--- src/rtl/serial_pattern_detector_pkg.sv ---
// Shared constants and fill-state encoding for the serial pattern detector.
// The overlap feature is selected by SEQDET_OVERLAP_EN and is left undefined by default.
package serial_pattern_detector_pkg;

   localparam int             DEF_PAT_W   = 4;
   localparam logic [3:0]     DEF_PATTERN = 4'b1011;
   localparam int             DEF_CNT_W   = 8;

   // Wide enough for a fill count of 0..16.
   localparam int             FILL_W      = 5;

   typedef enum logic [1:0] {
      ST_EMPTY   = 2'd0,
      ST_FILLING = 2'd1,
      ST_ARMED   = 2'd2
   } fill_state_e;

endpackage

--- src/rtl/serial_pattern_detector_shift_window.sv ---
// PAT_W-bit shift register with enable and synchronous clear; LSB is the newest bit.
// Also exposes the post-shift value so the parent can compare it in the same cycle.
module serial_pattern_detector_shift_window #(
   parameter int W = 4
) (
   input  logic         clk,
   input  logic         rst,
   input  logic         en,
   input  logic         clr,
   input  logic         din,
   output logic [W-1:0] shifted,
   output logic [W-1:0] window
);

   logic [W-1:0] window_q;
   logic [W-1:0] window_d;

   assign shifted = {window_q[W-2:0], din};

   always_comb begin
      window_d = window_q;
      if (clr) begin
         window_d = '0;
      end else if (en) begin
         window_d = shifted;
      end
   end

   always_ff @(posedge clk or posedge rst) begin
      if (rst) begin
         window_q <= '0;
      end else begin
         window_q <= window_d;
      end
   end

   assign window = window_q;

endmodule

--- src/rtl/serial_pattern_detector.sv ---
// Serial pattern detector: fill FSM, comparator, match pulse and saturating counter.
// Define SEQDET_OVERLAP_EN for overlapping detection; undefined gives non-overlapping detection.
module serial_pattern_detector
   import serial_pattern_detector_pkg::*;
#(
   parameter int               PAT_W   = DEF_PAT_W,
   parameter logic [PAT_W-1:0] PATTERN = PAT_W'(DEF_PATTERN),
   parameter int               CNT_W   = DEF_CNT_W
) (
   input  logic             clk,
   input  logic             rst,
   input  logic             din,
   input  logic             din_valid,
   input  logic             clr,
   output logic             match,
   output logic [CNT_W-1:0] match_count,
   output logic [PAT_W-1:0] window
);

   localparam logic [FILL_W-1:0] FILL_FULL = FILL_W'(PAT_W);

   fill_state_e       state_q, state_d;
   logic [FILL_W-1:0] fill_q, fill_d;
   logic              match_q, match_d;
   logic [CNT_W-1:0]  count_q, count_d;
   logic [PAT_W-1:0]  shifted;
   logic              hit;

   serial_pattern_detector_shift_window #(
      .W (PAT_W)
   ) u_shift_window (
      .clk     (clk),
      .rst     (rst),
      .en      (din_valid),
      .clr     (clr),
      .din     (din),
      .shifted (shifted),
      .window  (window)
   );

   always_comb begin
      state_d = state_q;
      fill_d  = fill_q;
      match_d = 1'b0;
      count_d = count_q;
      hit     = 1'b0;
      if (clr) begin
         state_d = ST_EMPTY;
         fill_d  = '0;
         count_d = '0;
      end else if (din_valid) begin
         case (state_q)
            ST_EMPTY: begin
               state_d = ST_FILLING;
               fill_d  = FILL_W'(1);
            end
            ST_FILLING: begin
               fill_d = fill_q + 1'b1;
               if (fill_d == FILL_FULL) begin
                  state_d = ST_ARMED;
               end
            end
            ST_ARMED: begin
               fill_d = FILL_FULL;
            end
            default: begin
               state_d = ST_EMPTY;
               fill_d  = '0;
            end
         endcase
         // Candidate is the post-shift window, qualified by a full fill count.
         hit     = (fill_d == FILL_FULL) && (shifted == PATTERN);
         match_d = hit;
         if (hit && (count_q != '1)) begin
            count_d = count_q + 1'b1;
         end
`ifndef SEQDET_OVERLAP_EN
         // Old window bits stay visible but need PAT_W fresh bits before they count again.
         if (hit) begin
            state_d = ST_EMPTY;
            fill_d  = '0;
         end
`endif
      end
   end

   always_ff @(posedge clk or posedge rst) begin
      if (rst) begin
         state_q <= ST_EMPTY;
         fill_q  <= '0;
         match_q <= 1'b0;
         count_q <= '0;
      end else begin
         state_q <= state_d;
         fill_q  <= fill_d;
         match_q <= match_d;
         count_q <= count_d;
      end
   end

   assign match       = match_q;
   assign match_count = count_q;

endmodule

--- config.mk ---
export PLATFORM = sky130hd
export DESIGN_NAME = serial_pattern_detector
export DESIGN_NICKNAME = d
export VERILOG_FILES = /design/src/rtl/serial_pattern_detector_pkg.sv /design/src/rtl/serial_pattern_detector_shift_window.sv /design/src/rtl/serial_pattern_detector.sv
export SDC_FILE = /design/constraint.sdc
export NUM_CORES = 1
export LEC_CHECK = 0
export ABC_AREA = 1
export ABC_CLOCK_PERIOD_IN_PS = 1700
export CAP_MARGIN = 20
export CORE_MARGIN = 2
export CORE_UTILIZATION = 42
export DETAILED_ROUTE_END_ITERATION = 8
export PLACE_DENSITY = 0.65
export SLEW_MARGIN = 5
export SYNTH_ARGS = -nofsm -noshare
export SYNTH_HDL_FRONTEND = slang
export SYNTH_HIERARCHICAL = 1
export SYNTH_SLANG_ARGS = --single-unit
--- constraint.sdc ---
create_clock -name clk -period 1.7 [get_ports clk]
set_input_delay 0.34 -clock clk [delete_from_list [all_inputs] [get_ports clk]]
set_output_delay 0.34 -clock clk [all_outputs]
set_load 0.01 [all_outputs]
==> results of run 1 <==
## metrics by stage
| step | utilization (%) | worst slack (ns) | std cells |
|---|---|---|---|
| 6_report | 58.9 | -0.0483 | 224 |
| 5_1_grt | 58.9 | -0.146 | 224 |
| 4_1_cts | 56.6 | -0.0557 | 220 |
| 3_5_place_dp | 53.3 | -0.196 | 212 |
| 3_3_place_gp | 53.3 | -0.178 | 212 |
| 2_1_floorplan | - | 0.0817 | 160 |
## layout make-up
cell class	instances	area share, %
clock buffer	3	1.39
clock inverter	1	1.85
inverter	19	4.39
multi-input combinational	115	39.9
sequential	20	31.0
tap	31	2.39
timing repair buffer	35	19.1
## cells in the mapped netlist
library cell  instances
nor3_1                4
xor2_1                4
ha_1                  3
a21oi_1               3
o21ai_0               1
o22ai_1               2
nand2_1              43
nor2_1               13
nand4_1               5
inv_1                18
o31ai_1               1
dfrtp_1              20
nand2_2               3
nand3_1              24
nor2_2                3
nand4_4               1
nand3_2               1
clkbuf_1              2
nand2_4               1
buf_4                 4
inv_2                 1
o21ai_4               1
nor2_4                2
## how the worst min path moves through the flow
stage	endpoint	cells past startpoint
4_1_cts	u_shift_window/window[3]$_DFFE_PP0P_	2
2_1_floorplan	u_shift_window/window[0]$_DFFE_PP0P_	1
6_report	u_shift_window/window[1]$_DFFE_PP0P_	2
3_3_place_gp	u_shift_window/window[3]$_DFFE_PP0P_	2
3_5_place_dp	u_shift_window/window[3]$_DFFE_PP0P_	2
5_1_grt	u_shift_window/window[3]$_DFFE_PP0P_	2
## power by group through the flow
| stage | Sequential (µW) | Clock [µW] | Combinational, µW |
|---|---|---|---|
| after global placement | 509 | 0 | 120 |
| after global routing | 502 | 418 | 157 |
| after floorplan | 506 | 0 | 80.1 |
| after detailed placement | 510 | 0 | 123 |
| final | 500 | 386 | 141 |
| after CTS | 499 | 401 | 136 |
## sequential cells by signal, summed over array words and instances, names as in the netlist
register and flops:
fill_q 5, u_shift_window/window 4, match 1, state_q 2, match_count 8
## worst max-delay path, delay by kind of cell, from the launching register on
family                     cells  cell delay, ns
AOI/OAI and AO/OA              1            0.26
and+or+nand+nor                7            0.66
adders and majority gates      1            0.31
DFF                            1            0.43
## cells by family after synthesis
logic type,Yosys count,share of synthesized area (%)
buffers and inverters,25,8.90
AND/OR/NAND/NOR,100,39.6
XOR/XNOR,4,2.87
adder cells (fa/ha/maj),3,3.07
AO/OA/AOI/OAI,8,4.61
flip-flops,20,40.9
## routing by layer
layer	routed length [µm]	track usage, %
met2	1460	30.5
met3	64	2.23
met5	0	0
met1	1220	22.8
met4	42	7.31
## repair_timing
item,4_1_cts,5_1_grt
hold buffers,0,0
endpoints found under the setup margin,10,14
pin swaps,6,8
cloned,0,0
setup buffers,4,4
gates resized for setup,3,12
==> flow_summary.toml, run 1 <==
[outcome]
status = "complete, but fails checks"
violations = "negative setup slack"

[drt]
drt_first_pass_iters = 4
wl_um = 2790
drc = 0
vias = 1153
vias_per_cell = 5.15
post_drt_wl_per_cell_um = 12.4
drt_iter0_drc = 60
postRouteAntennaNets = 0

[clock_network]
htreeDepth = 1
clockBufferDepth = 2
cts_root_buffer = "clkbuf_4"
cts.clk_slew.worst_paths_ns = 0.11
clk_latency_ns = 0.30
numCtsBuffers = 3
cts_tree = "built"
cts_sinks = 20

[floorplan]
core_um2 = 2760
die_x_um = 58.0
die_y_um = 58.0
io_pins = 18
start_util_pct = 44.3
die_area_um2 = 3360
rows = 19

[timing]
worst_slew_pin_slew_ns = 0.297
slew_viol_final = 0
rsz0062_at_grt = "yes"
setup_violations = 5
fin_skew_ns = 0.00143
relSlewSlack_pct = 80.2
setup_tns_ns = -0.184
holdWs_ns = 0.234
max_freq_mhz = 572
hold_viol = 0
worst_slack_ns = -0.0483
min_period_over_period_pct = 103
period_minus_slack_ns = 1.75

[power_and_ir_drop]
finalPower_uw = 1030
switchingPower_uw = 244
p_leak_uw = 0.000801
combPwrFrac_pct = 13.7
p_seq_share_pct = 48.7
sw_frac_of_total_pct = 23.7
internal_power_uw = 783
power.share.clock_pct = 37.6
ir_drop_mv = 0.476
powerDensity_nw_per_um2 = 632

[logic_synthesis]
synthTopCellsByArea = "dfrtp_1 (41%), nand2_1 (13%), nand3_1 (9.8%), inv_1 (5.5%), nor2_1 (4.0%)"
syn_nets = 168
yosysTopAreaCell = "dfrtp_1"
synth_cell_types = 23
ys_seq_area_share_pct = 40.9
yosysWarnings = 6
netlist.area_leader.share_pct = 40.9
ys_ff_latch = 20
syn_avg_cell_area_um2 = 7.64
synthesis.area_um2 = 1220
syn_inst = 160

[worst_setup_path]
start_kind = "flip-flop"
r2r_slack_ns = -0.05
worstPathArrival_ns = 1.95
worstPathMaxFanout = 7
cp-endpoint = "match_count[7]$_DFFE_PP0P_"
ff2ff_path_depth = 9
max_stage_delay_ns = 0.43
worst_ep_required_time_ns = 1.90
worstPathCellList = "ha_1 -> nand2_2 -> nand2_2 -> nor2_4 -> nand4_4 -> o21ai_4 -> nand2_4 -> nand2_1 -> nand2_1"
crit_type = "reg -> reg"
worstReg2RegEnd = "match_count[7]$_DFFE_PP0P_"
cp_slowest_cell = "dfrtp_1"
crit_start = "fill_q[0]$_DFFE_PP0P_"
r2r_start = "fill_q[0]$_DFFE_PP0P_"
cp-end-kind = "flip-flop"

[global_routing]
grt_max_degree = 17
gr-total-overflow = 0
grt_pass1_wl_um = 4600
grt_antenna_before_repair = 0
grt_usage_pct = 17.9
grt_pass1_vias = 1086

[layout]
seq_area_um2 = 503
area_growth_pct = 32.9
most-common-layout-cells = "nand2_1 (37), nand3_1 (24), inv_1 (18), dfrtp_1 (18), buf_4 (18)"
nets = 202
final_common_cell = "nand2_1"
multi_input_area_um2 = 648
drive_gt1_share_pct = 24.4
n_antenna_cell = 0
nFillCells = 256
design_area_um2 = 1620

[place]
placed_cell_area_um2 = 1470
hpwl_um = 2080
gp_congestion = 0.867
portBuffers = 17

[run]
cap_violations = 0

[worst_hold_path]
hp-class = "in -> async"
Note: power is estimated with default switching activity, not from simulation.
==> run 2: changes to the inputs <==
--- a/config.mk
+++ b/config.mk
@@ -11,7 +11,7 @@
 export CORE_MARGIN = 2
 export CORE_UTILIZATION = 42
 export DETAILED_ROUTE_END_ITERATION = 8
-export PLACE_DENSITY = 0.65
+export PLACE_DENSITY = 0.78
 export SLEW_MARGIN = 5
 export SYNTH_ARGS = -nofsm -noshare
 export SYNTH_HDL_FRONTEND = slang
==> run 2 against run 1 <==
Against the previous run: worst hold slack got worse by 0.012 ns; die area did not move; final cell count fell by 1.8%; maximum frequency fell by 0.24%; critical path depth did not move; sequential power barely moved; global-route usage fell by 0.33 points; largest power group unchanged; sequential share of layout area fell by 0.35 points; power rose by 2.2%; critical path type unchanged; the run still ends with negative setup slack left.
==> flow_summary.toml, run 2 (synthesized netlist as in run 1, its figures left out) <==
[layout]
drive_gt1_share_pct = 27.0
area_growth_pct = 34.4
n_antenna_cell = 0
most-common-layout-cells = "nand2_1 (35), nand3_1 (21), inv_1 (18), dfrtp_1 (18), clkdlybuf4s50_1 (15)"
nFillCells = 247
seq_area_um2 = 503
nets = 198
fin_cells = 220
design_area_um2 = 1640
fin_util_pct = 59.6
final_common_cell = "nand2_1"
largest_register_ff_count = 8
multi_input_area_um2 = 693

[timing]
rsz0062_at_grt = "yes"
relSlewSlack_pct = 77.7
period_minus_slack_ns = 1.75
hold_viol = 0
holdWs_ns = 0.222
setup_violations = 6
min_period_over_period_pct = 103
slew_viol_final = 0
worst_slack_ns = -0.0524
worst_slew_pin_slew_ns = 0.334
fin_skew_ns = 0.00518
max_freq_mhz = 571

[worst_setup_path]
cp-end-kind = "flip-flop"
worstPathMaxFanout = 6
worstPathArrival_ns = 1.98
worst_ep_required_time_ns = 1.93
start_kind = "flip-flop"
crit_type = "reg -> reg"

[floorplan]
start_util_pct = 44.3
die_x_um = 58.0
core_um2 = 2760
rows = 19
die_y_um = 58.0
die_area_um2 = 3360
io_pins = 18

[drt]
vias = 1181
drt_first_pass_iters = 4
vias_per_cell = 5.37
drc = 0
post_drt_wl_per_cell_um = 13.5
wl_um = 2960
drt_iter0_drc = 56
postRouteAntennaNets = 0

[place]
placed_cell_area_um2 = 1460
portBuffers = 17
hpwl_um = 2000
dp_cells = 211
gp_congestion = 0.875

[global_routing]
grt_pass1_wl_um = 4600
grt_max_degree = 17
grt_antenna_before_repair = 0
gr-total-overflow = 0
grt_pass1_vias = 1120
grt_usage_pct = 17.5

[power_and_ir_drop]
ir_drop_mv = 0.402
powerDensity_nw_per_um2 = 639
p_leak_uw = 0.000791
finalPower_uw = 1050

[clock_network]
numCtsBuffers = 3
cts_root_buffer = "clkbuf_4"
htreeDepth = 1
clockBufferDepth = 2
cts.clk_slew.worst_paths_ns = 0.12
clk_latency_ns = 0.32
cts_tree = "built"
hold_buffers = 0
cts_sinks = 20

[outcome]
status = "complete, but fails checks"
violations = "negative setup slack"

[run]
cap_violations = 0

[worst_hold_path]
hp-class = "in -> async"
-- run 2: cell count changes in the layout (fill, tap and decap cells not counted) --
cell,before,now
nor2_1,13,11
nand2_1,37,35
nand2_2,9,11
nor3_1,3,2
buf_6,0,1
nand3_4,0,2
nand3_1,24,21
nor2_2,2,4
buf_4,18,13
nand3_2,1,2
nor3_2,1,2
-- run 2: power breakdown --
part	internal [µW]	leakage [µW]	switching (µW)	total [µW]
logic	58.8	0.000490	88.8	148
registers	486	0.000273	14.2	500
clock network	239	0.0000279	162	401
total	784	0.000791	265	1050
-- run 2: per-stage QoR --
stage / worst slack (ns) / setup TNS (ns)
2_1_floorplan: 0.0817 / 0
3_3_place_gp: -0.159 / -1.22
3_5_place_dp: -0.236 / -2.00
4_1_cts: -0.0446 / -0.175
5_1_grt: -0.169 / -1.54
6_report: -0.0524 / -0.214
-- run 2: per-layer routing --
metal | global-route usage, % | part of all wire (%) | vias up
li1 | - | - | 573
met1 | 21.7 | 41 | 544
met2 | 29.2 | 50 | 54
met3 | 4.02 | 7.5 | 10
met4 | 7.64 | 1.9 | 0
met5 | 0 | 0 | -
-- run 2: area by class of cell --
type	instances	area share, %
inverter	19	4.34
clock buffer	3	1.37
tap	31	2.36
sequential	20	30.6
timing repair buffer	31	17.3
multi-input combinational	115	42.2
clock inverter	1	1.83
-- run 2: worst paths after layout --
kind                       depth (start not counted)                            startpoint  slack, ns                              endpoint
max                                                9                 fill_q[1]$_DFFE_PP0P_      -0.05            match_count[2]$_DFFE_PP0P_
min                                                2                                   rst       0.22  u_shift_window/window[0]$_DFFE_PP0P_
max reg2reg                                        9                 fill_q[1]$_DFFE_PP0P_      -0.05            match_count[2]$_DFFE_PP0P_
min reg2reg                                        2  u_shift_window/window[3]$_DFFE_PP0P_       0.49  u_shift_window/window[3]$_DFFE_PP0P_
max in group asynchronous                          3                                   rst       1.14            match_count[0]$_DFFE_PP0P_
min in group clk                                   2  u_shift_window/window[3]$_DFFE_PP0P_       0.49  u_shift_window/window[3]$_DFFE_PP0P_
-- run 2: what timing repair did --
action	4_1_cts	5_1_grt
buffers inserted	2	3
resized for setup	0	26
cloned	0	0
setup endpoints to repair	7	16
pin swaps	0	7
-- run 2: worst max-delay path, stage by stage (launching register included) --
cell,delay (ns)
dfrtp_1,0.44
ha_1,0.32
nand2_2,0.08
nand2_2,0.07
nor2_4,0.12
nand4_4,0.14
o21ai_4,0.27
nand2_4,0.10
nand2_1,0.07
nand2_1,0.05
